===== config.mk =====
export PLATFORM = sky130hd
export DESIGN_NAME = obj_sprite_engine
export DESIGN_NICKNAME = d
export VERILOG_FILES = /design/src/rtl/obj_sprite_engine.sv
export SDC_FILE = /design/constraint.sdc
export NUM_CORES = 1
export LEC_CHECK = 0
export BUFFER_PORTS_ARGS = -buffer_cell sky130_fd_sc_hd__buf_2
export CAP_MARGIN = 20
export CORE_UTILIZATION = 30
export CTS_CLUSTER_SIZE = 12
export DETAILED_ROUTE_END_ITERATION = 10
export GPL_TIMING_DRIVEN = 0
export PLACE_DENSITY_LB_ADDON = 0.08
export SYNTH_ARGS = -nofsm -noshare
export SYNTH_HDL_FRONTEND = slang
export SYNTH_SLANG_ARGS = --single-unit

===== constraint.sdc =====
create_clock -name clk -period 10.1 [get_ports clk]
set_input_delay 0 -clock clk [delete_from_list [all_inputs] [get_ports clk]]
set_output_delay 0 -clock clk [all_outputs]
set_load 0.1 [all_outputs]

===== src/rtl/obj_sprite_engine.sv =====
// obj_sprite_engine: run-time object table, collect/frame-tick progression, sprite-sheet addressing.
// Optional blink of the visible object with `define OBJ_BLINK_EN.
module obj_sprite_engine #(
  parameter int NUM_OBJ      = 3,
  parameter int SPR_W        = 20,
  parameter int SPR_H        = 20,
  parameter int FB_W         = 320,
  parameter int ROM_SIZE     = 76800,
  parameter int ACTIVE_STATE = 2,
  parameter int BLINK_FRAMES = 16
) (
  input  logic        clk,
  input  logic        rst_n,
  input  logic [3:0]  state,
  input  logic [9:0]  h_cnt,
  input  logic [9:0]  v_cnt,
  input  logic        frame_tick,
  input  logic        collect,
  input  logic        cfg_we,
  input  logic [2:0]  cfg_idx,
  input  logic        cfg_en,
  input  logic [8:0]  cfg_x,
  input  logic [8:0]  cfg_y,
  input  logic [8:0]  cfg_sx,
  input  logic [8:0]  cfg_sy,
  output logic [16:0] pixel_addr,
  output logic        isObject,
  output logic [2:0]  cur_obj,
  output logic        all_found
);

  typedef enum logic [1:0] {
    S_IDLE,
    S_SHOW,
    S_DONE
  } fsm_t;

  fsm_t       fsm;
  logic [3:0] cur;
  logic       pending;
  logic       active;

  logic       t_en [NUM_OBJ];
  logic [8:0] t_x  [NUM_OBJ];
  logic [8:0] t_y  [NUM_OBJ];
  logic [8:0] t_sx [NUM_OBJ];
  logic [8:0] t_sy [NUM_OBJ];

  logic       sel_en;
  logic [8:0] sel_x;
  logic [8:0] sel_y;
  logic [8:0] sel_sx;
  logic [8:0] sel_sy;

  logic [9:0]  px;
  logic [9:0]  py;
  logic [9:0]  dx;
  logic [9:0]  dy;
  logic        in_x;
  logic        in_y;
  logic        hit;
  logic        vis;
  logic [17:0] addr_raw;
  logic [17:0] addr_mod;

  assign active  = (state == 4'(ACTIVE_STATE));
  assign cur_obj = cur[2:0];

  always_ff @(posedge clk or negedge rst_n) begin
    if (!rst_n) begin
      for (int i = 0; i < NUM_OBJ; i++) begin
        t_en[i] <= 1'b0;
        t_x[i]  <= '0;
        t_y[i]  <= '0;
        t_sx[i] <= '0;
        t_sy[i] <= '0;
      end
    end else if (cfg_we) begin
      for (int i = 0; i < NUM_OBJ; i++) begin
        if (cfg_idx == 3'(i)) begin
          t_en[i] <= cfg_en;
          t_x[i]  <= cfg_x;
          t_y[i]  <= cfg_y;
          t_sx[i] <= cfg_sx;
          t_sy[i] <= cfg_sy;
        end
      end
    end
  end

  // cur == NUM_OBJ selects nothing, so the entry reads as disabled
  always_comb begin
    sel_en = 1'b0;
    sel_x  = '0;
    sel_y  = '0;
    sel_sx = '0;
    sel_sy = '0;
    for (int i = 0; i < NUM_OBJ; i++) begin
      if (cur == 4'(i)) begin
        sel_en = t_en[i];
        sel_x  = t_x[i];
        sel_y  = t_y[i];
        sel_sx = t_sx[i];
        sel_sy = t_sy[i];
      end
    end
  end

  assign px   = {1'b0, h_cnt[9:1]};
  assign py   = {1'b0, v_cnt[9:1]};
  assign dx   = px - {1'b0, sel_x};
  assign dy   = py - {1'b0, sel_y};
  assign in_x = (px >= {1'b0, sel_x}) &&
                (px < ({1'b0, sel_x} + 10'(SPR_W)));
  assign in_y = (py >= {1'b0, sel_y}) &&
                (py < ({1'b0, sel_y} + 10'(SPR_H)));
  assign hit  = (fsm == S_SHOW) && sel_en && in_x && in_y;

  assign addr_raw = 18'(sel_sx) + 18'(dx) +
                    (18'(sel_sy) + 18'(dy)) * 18'(FB_W);
  assign addr_mod = addr_raw % 18'(ROM_SIZE);

  always_ff @(posedge clk or negedge rst_n) begin
    if (!rst_n) begin
      fsm       <= S_IDLE;
      cur       <= '0;
      pending   <= 1'b0;
      all_found <= 1'b0;
    end else begin
      all_found <= 1'b0;
      if (!active) begin
        fsm     <= S_IDLE;
        cur     <= '0;
        pending <= 1'b0;
      end else begin
        unique case (fsm)
          S_IDLE: begin
            fsm     <= S_SHOW;
            cur     <= '0;
            pending <= 1'b0;
          end
          S_SHOW: begin
            if (frame_tick && (pending || collect)) begin
              cur     <= cur + 4'd1;
              pending <= 1'b0;
              if (cur + 4'd1 == 4'(NUM_OBJ)) begin
                fsm       <= S_DONE;
                all_found <= 1'b1;
              end
            end else if (collect) begin
              pending <= 1'b1;
            end
          end
          S_DONE: cur <= 4'(NUM_OBJ);
          default: fsm <= S_IDLE;
        endcase
      end
    end
  end

`ifdef OBJ_BLINK_EN
  localparam int BW = (BLINK_FRAMES > 1) ? $clog2(BLINK_FRAMES) : 1;

  logic [BW-1:0] blink_cnt;
  logic          hide;

  always_ff @(posedge clk or negedge rst_n) begin
    if (!rst_n) begin
      blink_cnt <= '0;
      hide      <= 1'b0;
    end else if (active && fsm == S_IDLE) begin
      blink_cnt <= '0;
      hide      <= 1'b0;
    end else if (active && fsm == S_SHOW && frame_tick) begin
      if (blink_cnt == BW'(BLINK_FRAMES - 1)) begin
        blink_cnt <= '0;
        hide      <= ~hide;
      end else begin
        blink_cnt <= blink_cnt + 1'b1;
      end
    end
  end

  assign vis = ~hide;

  logic unused_ok;
  assign unused_ok = ^{h_cnt[0], v_cnt[0], addr_mod[17], cur[3]};
`else
  assign vis = 1'b1;

  logic unused_ok;
  assign unused_ok = ^{h_cnt[0], v_cnt[0], addr_mod[17], cur[3],
                       32'(BLINK_FRAMES)};
`endif

  always_ff @(posedge clk or negedge rst_n) begin
    if (!rst_n) begin
      pixel_addr <= '0;
      isObject   <= 1'b0;
    end else begin
      isObject <= hit & vis;
      if (hit) pixel_addr <= addr_mod[16:0];
    end
  end

endmodule


==> metrics, run 1 <==
Final period util=0.911; CTS tree=done; initial antenna violation count=1; Root Buffer=clkbuf_16; H-tree Lvls=4; R2R setup slack=about 0.90 ns; core area=between 0.03 and 0.04 sq mm; FILL cells=3142; worst min-delay path class=in2reg; Post-Syn Instances=roughly 900; clock slew at reported path FFs=~0.070 ns; Final TNS setup=0 ns; IO Port Bufs=slightly below 90; final setup vio count=0; max cap viols=0; synth warn=0; CP required=around 10 ns; largest net degree at the start of global routing=between 90 and 100; pre-CTS setup slack=a little over 0.6 ns; drt pass-1 iters=7; GPL Wtd Cong=between 0.7 and 0.8; status=complete, but fails checks; RSZ-0062 raised after global routing=no; ys flop type=dfrtp_1; worst-skew pair later-pin latency=0.44 ns; number of global-route vias before repair=7288; Sink Count=around 140; Arr. time, crit path=about 9.5 ns; Worst Setup Start Kind=register; register bit count reported by yosys=approximately 140; grt total ovfl=0; synth top area cells=dfrtp_1, mux2_2, ha_1, xnor2_1, nor2_1; top cell type's share of synthesized area=0.364; DRC=36; post-synth top area cell=dfrtp_1; Slew Limit Fails=0; first-pass GRT wire length=around 40000 microns; Cell Rows=64; cts bufs inserted=17; Via Count=around 7000; CP Capture Type=register; Worst Tran Pin Value=0.962 ns; Area after DPL=between 0.01 and 0.015 sq mm; count leader, synth=dfrtp_1; hold path cells=5; final setup margin=approximately 0.9 ns; critical path's slowest cell=nor4b_4; Final Skew=~0.016 ns; Netlist cell types=a little over 80; Total GRT Usage=0.166; Final #Nets=1208; most common library cells after synthesis=dfrtp_1, mux2_2, ha_1; number of synthesized flops with an enable pin=0; synth-to-layout area growth=21.9%; sequential element share of the synthesized area=0.364; max incr delay on CP=0.63 ns; dominant cell type by count on the critical path=ha_1; vias per cell=around 5; routed len/inst=about 17 microns; failing checks=design-rule violations; end of the worst register-to-register path=pixel_addr[14]; Initial Util=0.306; hold path startpoint=frame_tick; Die H=179 microns; FF-to-FF path depth=34; Hold Crit Endpoint=all_found; final hold violations=0; Fmax=0.109 GHz; crit-path max FO=10; area of the die=0.0321 sq mm; share of layout cells above drive strength 1=0.258; Post-DRT Antenna Nets=0; area of the multi-input gates=between 0.005 and 0.006 sq mm; r2r startpoint=cur[1]; fin crit period=around 9 ns; final WL=24900 microns; die width=~180 microns; Final Cell Area=approximately 0.011 sq mm; Cell Area, Synth=0.00941 sq mm; CP Class=reg2reg; # IOs=a little over 90; Avg Cell Area, Syn=10.5 sq um; CTS max path bufs=2; Slew headroom=0.352; syn_nets=around 1100; Post-CTS Setup Repair Bufs=0; Reg area=0.00343 sq mm; Initial DRC Count=between 200 and 250; Synth async-reset ratio=1.00; hpwl dp=between 15000 and 20000 microns
-- cells in the final DEF (no fill, tap or decap), types with 8 or more instances in the layout --
master,n
dfrtp_1,137
mux2_2,122
buf_2,89
ha_1,84
nor2_1,79
inv_1,54
a21oi_1,51
o21ai_0,43
dlygate4sd3_1,43
xnor2_1,36
clkbuf_1,27
xor2_1,25
nand2_1,21
a221oi_1,19
clkbuf_16,17
a221o_1,16
nand3_1,13
a21o_1,12
o21bai_1,10
nand2b_1,10
nor2b_1,9
nor3_1,8
fa_1,8
-- per-stage QoR --
step                      hold slack (ns)  instances  utilization
after global routing               0.0858       1456        0.373
after global placement              0.265       1379        0.337
final                              0.0504       1457        0.373
after detailed placement          -0.0197       1381        0.338
after CTS                          0.0193       1456        0.373
after floorplan                    -0.296        895            -
-- cell families after synthesis --
kind of cell,count (synthesis),share of synthesized area
flip-flops,137,0.364
XOR/XNOR,64,0.0639
AO/OA/AOI/OAI,211,0.160
buffers and inverters,89,0.0370
AND/OR/NAND/NOR,174,0.0936
adder cells (fa/ha/maj),94,0.131
multiplexers,126,0.150
-- cell type report --
class / count / share of cell area
Timing Repair Buffer: 133 / 0.0795
Inverter: 54 / 0.0177
Clock buffer: 19 / 0.0386
Sequential cell: 137 / 0.299
Buffer: 35 / 0.0130
Tap cell: 396 / 0.0432
Clock inverter: 13 / 0.0180
Antenna cell: 1 / 0.000218
Multi-Input combinational cell: 669 / 0.491
-- worst max-delay path by stage --
stage,depth (start not counted),slack [ns],from,to
2_1_floorplan,33,2.46,cur[1],pixel_addr[14]
5_1_grt,34,0.09,cur[1],pixel_addr[12]
4_1_cts,34,0.56,cur[1],pixel_addr[14]
3_3_place_gp,34,0.58,cur[1],pixel_addr[14]
6_report,34,0.90,cur[1],pixel_addr[14]
3_5_place_dp,34,0.61,cur[1],pixel_addr[14]
-- sequential cells by signal (all words and copies together), names as in the netlist --
signal      count
t_en            3
t_sy           27
cur             4
t_sx           27
t_y            27
t_x            27
pending         1
fsm             2
isObject        1
pixel_addr     17
all_found       1
-- layer usage --
metal,up-vias,part of all wire,GRT usage
li1,3562,-,-
met3,9,0.034,0.0331
met2,95,0.45,0.265
met1,3470,0.50,0.229
met5,-,0,0
met4,0,0.0084,0.0413
-- what timing repair did --
item / 4_1_cts / 5_1_grt
gates resized for setup: 0 / 5
endpoints found under the hold margin: 164 / 0
hold buffers: 43 / 0
endpoints found under the setup margin: 0 / 4
-- worst max-delay path, delay by kind of cell, from the launching register on --
family          cells  cell delay (ns)
buf+inv             3             1.02
simple gates        7             1.53
flops               1             0.47
xor+xnor            5             1.11
fa+ha+maj           5             1.67
mux                 1             0.27
compound gates     13             2.99
Power of run 1 is not shown: default switching activity piles up to over one toggle a cycle in this logic, so the estimate is an artifact.
==> run 2: changes to the inputs <==
Settings changed: MAX_ROUTING_LAYER set to met4.
==> metrics, run 2 (synthesis results as in run 1) <==
DRC=18 (was 36); Final TNS setup=0 ns (unchanged); RSZ-0062 raised after global routing=no (unchanged); Worst Tran Pin Value=0.959 ns (was 0.962 ns); Slew headroom=0.354 (was 0.352); max cap viols=0 (unchanged); Final #Nets=1208 (unchanged); CP Class=reg2reg (unchanged); CTS max path bufs=2 (unchanged); Final Skew=0.0126 ns (was 0.0156 ns); CP required=10.43 ns (was 10.42 ns); final WL=24900 microns (about the same); share of layout cells above drive strength 1=0.258 (unchanged); first-pass GRT wire length=40400 microns (about the same); Post-DRT Antenna Nets=0 (unchanged); worst min-delay path class=in2reg (unchanged); Total GRT Usage=0.171 (was 0.166); failing checks=design-rule violations (unchanged); Slew Limit Fails=0 (unchanged); vias per cell=4.91 (was 4.90); core area=0.0307 sq mm (unchanged); final hold violations=0 (unchanged); grt total ovfl=0 (unchanged); # IOs=91 (unchanged); Final period util=0.914 (was 0.911); delay-heaviest family, CP=compound AO/OA/AOI/OAI gates (unchanged); critical path's slowest cell=nor4b_4 (unchanged); Root Buffer=clkbuf_16 (unchanged); cts bufs inserted=17 (unchanged); area of the die=0.0321 sq mm (unchanged); largest net degree at the start of global routing=92 (unchanged); Post-CTS Setup Repair Bufs=0 (unchanged); number of global-route vias before repair=7291 (was 7288); Die H=179 microns (unchanged); Via Count=7152 (was 7136); clock slew at reported path FFs=0.07 ns (about the same); status=complete, but fails checks (unchanged); most common cell after layout, fill and taps aside=dfrtp_1 (unchanged); max incr delay on CP=0.63 ns (about the same); final setup vio count=0 (unchanged); Cell Rows=64 (unchanged); H-tree Lvls=4 (unchanged); worst-skew pair later-pin latency=0.44 ns (about the same); CTS tree=done (unchanged); Initial Util=0.306 (unchanged); drt pass-1 iters=7 (unchanged); synth-to-layout area growth=21.9% (unchanged); Arr. time, crit path=9.55 ns (was 9.52 ns); GR Util met3=0.0314 (was 0.0331); met2 Use GR=0.265 (about the same); hpwl dp=18900 microns (unchanged); met1 Usage GRT=0.230 (was 0.229); CP Capture Type=register (unchanged); IO Port Bufs=88 (unchanged); Initial DRC Count=243 (was 239); worst path bufs/invs=3 (unchanged); Worst Setup Start Kind=register (unchanged); GPL Wtd Cong=0.754 (was 0.744); GRT busiest layer=met2 (unchanged); die width=179 microns (unchanged); fin crit period=9.23 ns (was 9.20 ns); routed len/inst=17.1 microns (about the same); FILL cells=3142 (unchanged); dominant cell type by count on the critical path=ha_1 (unchanged); Sink Count=137 (unchanged); commonest non-fill, non-tap cells in the layout=dfrtp_1, mux2_2, buf_2 (unchanged); initial antenna violation count=1 (unchanged); Fmax=0.108 GHz (was 0.109 GHz); crit-path max FO=10 (unchanged)
run 2: cell counts in the layout (fill, tap and decap cells not counted):
Identical to the previous run, type by type.
run 2: worst register-to-register path, delay by kind of cell, from the launching register on:
| kind | cells | cell delay [ns] |
|---|---|---|
| AO/OA/AOI/OAI | 13 | 3.02 |
| adder cells (fa/ha/maj) | 5 | 1.67 |
| AND/OR/NAND/NOR | 7 | 1.53 |
| XOR/XNOR | 5 | 1.11 |
| buffers and inverters | 3 | 1.05 |
| flip-flops | 1 | 0.47 |
| multiplexers | 1 | 0.27 |
run 2: worst paths after layout:
check                      slack (ns)  cells after the start            from             end
max                              0.87                     34          cur[1]  pixel_addr[14]
min                              0.04                      5      frame_tick       all_found
max reg2reg                      0.87                     34          cur[1]  pixel_addr[14]
min reg2reg                      0.49                      2  pixel_addr[11]  pixel_addr[11]
max in group asynchronous        9.20                      3           rst_n         t_y[22]
min in group asynchronous        0.07                      2           rst_n         t_sx[1]
run 2: what timing repair did:
action,CTS,global route
resized for setup,0,5
setup endpoints to repair,0,4
endpoints found under the hold margin,164,0
hold buffers,43,0
run 2: metal layers:
metal	wire length, microns	share of wire
met1	12700	0.51
met5	0	0
met3	795	0.032
met4	240	0.0096
met2	11200	0.45
run 2: area by class of cell:
cell class | instances | area [sq um] | area share
inverter | 54 | 203 | 0.0177
multi-input combinational | 669 | 5640 | 0.491
sequential | 137 | 3430 | 0.299
tap | 396 | 495 | 0.0432
clock inverter | 13 | 206 | 0.0180
antenna | 1 | 2.50 | 0.000218
clock buffer | 19 | 443 | 0.0386
buffer | 35 | 149 | 0.0130
timing repair buffer | 133 | 912 | 0.0795
run 2: per-stage QoR:
step           setup WS, ns  instances  instance area (sq um)  hold WS [ns]  utilization
2_1_floorplan          2.46        895                   9410        -0.296            -
3_3_place_gp          0.581       1379                  10300         0.265        0.337
3_5_place_dp          0.606       1381                  10400       -0.0197        0.338
4_1_cts               0.559       1456                  11500        0.0193        0.373
5_1_grt              0.0945       1457                  11500        0.0873        0.373
6_report              0.870       1457                  11500        0.0419        0.373
Power of run 2 is left out for the same reason.
==> run 3: changes to the inputs <==
Settings changed: ABC_AREA set to 1.
==> metrics, run 3 <==
Fmax=0.114 GHz (was 0.108 GHz); Reg area=0.00343 sq mm (unchanged); synth top area cells=dfrtp_1, nand2_1, ha_1, o21ai_0, inv_1 (was dfrtp_1, mux2_2, ha_1, xnor2_1, nor2_1); IO Port Bufs=88 (unchanged); Cell Area, Synth=0.00948 sq mm (was 0.00941 sq mm); commonest non-fill, non-tap cells in the layout=nand2_1, inv_1, o21ai_0 (was dfrtp_1, mux2_2, buf_2); worst min-delay path class=in2reg (unchanged); Avg Cell Area, Syn=7.65 sq um (was 10.5 sq um); top cell type's share of synthesized area=0.361 (was 0.364); cts bufs inserted=17 (unchanged); Worst Setup Start Kind=register (unchanged); Post-DRT Antenna Nets=0 (unchanged); Die H=180 microns (was 179 microns); fin crit period=8.77 ns (was 9.23 ns); vias per cell=4.78 (was 4.91); hpwl dp=21800 microns (was 18900 microns); synth warn=0 (unchanged); Util after Layout=0.371 (was 0.373); post-synth top area cell=dfrtp_1 (unchanged); Initial DRC Count=476 (was 243); register bit count reported by yosys=137 (unchanged); Root Buffer=clkbuf_16 (unchanged); core area=0.0308 sq mm (was 0.0307 sq mm); count leader, synth=nand2_1 (was dfrtp_1); number of global-route vias before repair=8627 (was 7291); Final Skew=0.0225 ns (was 0.0126 ns); Worst Tran Pin Value=0.838 ns (was 0.959 ns); synth-to-layout area growth=20.6% (was 21.9%); Total GRT Usage=0.193 (was 0.171); FF-to-FF path depth=41 (was 34); end of the worst register-to-register path=pixel_addr[11] (was pixel_addr[14]); crit-path max FO=10 (unchanged); max incr delay on CP=0.55 ns (was 0.63 ns); RSZ-0062 raised after global routing=no (unchanged); final hold violations=0 (unchanged); R2R setup slack=1.33 ns (was 0.87 ns); most common cell after layout, fill and taps aside=nand2_1 (was dfrtp_1); status=complete, but fails checks (unchanged); Final period util=0.868 (was 0.914); drt pass-1 iters=8 (was 7); worst-skew pair later-pin latency=0.44 ns (about the same); final setup vio count=0 (unchanged); DRC=6 (was 18); CTS tree=done (unchanged); largest net degree at the start of global routing=73 (was 92); area of the multi-input gates=0.00528 sq mm (was 0.00564 sq mm); max cap viols=0 (unchanged); CP Class=reg2reg (unchanged); hold path cells=6 (was 5); Ant. Diodes=0 (was 1); sequential element share of the synthesized area=0.361 (was 0.364); Synth async-reset ratio=1.00 (unchanged); share of layout cells above drive strength 1=0.116 (was 0.258); die width=180 microns (was 179 microns); Sink Count=137 (unchanged); Arr. time, crit path=9.10 ns (was 9.55 ns); area of the die=0.0323 sq mm (was 0.0321 sq mm); routed len/inst=16.1 microns (was 17.1 microns); clock slew at reported path FFs=0.08 ns (was 0.07 ns); Post-Syn Instances=1240 (was 895); Setup crit end=pixel_addr[11] (was pixel_addr[14]); initial antenna violation count=0 (was 1); most common library cells after synthesis=nand2_1, inv_1, o21ai_0 (was dfrtp_1, mux2_2, ha_1); CP required=10.43 ns (about the same); final WL=29000 microns (was 24900 microns); failing checks=design-rule violations (unchanged); Netlist cell types=51 (was 82); hold path startpoint=state[0] (was frame_tick); GPL Wtd Cong=0.817 (was 0.754); grt total ovfl=0 (unchanged); Via Count=8599 (was 7152); CP Capture Type=register (unchanged); Setup crit start=cur[1] (unchanged); ys flop type=dfrtp_1 (unchanged); number of synthesized flops with an enable pin=0 (unchanged); # IOs=91 (unchanged); CTS max path bufs=2 (unchanged); Final #Nets=1552 (was 1208); FILL cells=3325 (was 3142); Slew Limit Fails=0 (unchanged); H-tree Lvls=4 (unchanged); first-pass GRT wire length=47200 microns (was 40400 microns); dominant cell type by count on the critical path=nand2_1 (was ha_1); hold_ws=0.0183 ns (was 0.0419 ns); critical path's slowest cell=nor3_2 (was nor4b_4); Final TNS setup=0 ns (unchanged); Slew headroom=0.435 (was 0.354); Initial Util=0.308 (was 0.306); syn_nets=1401 (was 1056); Cell Rows=64 (unchanged); r2r startpoint=cur[1] (unchanged)
==> run 3: routing by layer <==
metal / vias to the layer above / global-route usage / routed length (microns)
met5: - / - / 0
met4: 0 / 0.0462 / 281
met3: 22 / 0.0215 / 738
met2: 150 / 0.318 / 13800
met1: 4065 / 0.252 / 14200
li1: 4362 / - / -
==> run 3: cells by family (layout without fill, tap and decap cells) <==
logic type,count (synthesis),after routing,share of synthesized area
flops,137,137,0.361
buf+inv,200,363,0.0821
fa+ha+maj,92,92,0.128
mux,1,1,0.00119
simple gates,509,509,0.234
xor+xnor,54,54,0.0507
compound gates,247,247,0.143
==> run 3: final cells by class <==
| type | count | area share |
|---|---|---|
| plain buffers | 46 | 0.0175 |
| clock inverters | 14 | 0.0116 |
| well taps | 396 | 0.0433 |
| multi-input cells | 903 | 0.461 |
| repair buffers | 132 | 0.0791 |
| inverters | 154 | 0.0505 |
| clock buffers | 17 | 0.0372 |
| flip-flops and latches | 137 | 0.300 |
==> run 3: repair_timing <==
| item | in CTS | in global routing |
|---|---|---|
| hold buffers | 43 | 0 |
| hold endpoints to repair | 182 | 0 |
| resized for setup | 0 | 0 |
| buffers inserted | 0 | 0 |
| setup endpoints to repair | 0 | 0 |
==> run 3: how the worst min path moves through the flow <==
stage	to	slack [ns]
after floorplan	all_found	-0.30
after global placement	t_sx[2]	0.30
after detailed placement	pixel_addr[4]	0.06
after CTS	all_found	0.004
after global routing	all_found	0.08
final	all_found	0.02
==> run 3: through the flow <==
step / worst slack (ns) / cell area [sq um] / std cells
finish: 1.33 / 11400 / 1799
global route: 0.505 / 11400 / 1799
CTS: 1.18 / 11400 / 1799
detailed placement: 1.23 / 10500 / 1725
global placement: 1.20 / 10400 / 1724
floorplan: 3.04 / 9480 / 1240
==> run 3: critical path, delay by kind of cell, from the launching register on <==
kind,cells,cell delay (ns)
and+or+nand+nor,22,2.71
adders and majority gates,7,2.64
AOI/OAI and AO/OA,3,0.86
buffers and inverters,7,1.41
xor gates and xnor gates,2,0.55
DFF,1,0.46
Power of run 3 is left out for the same reason.
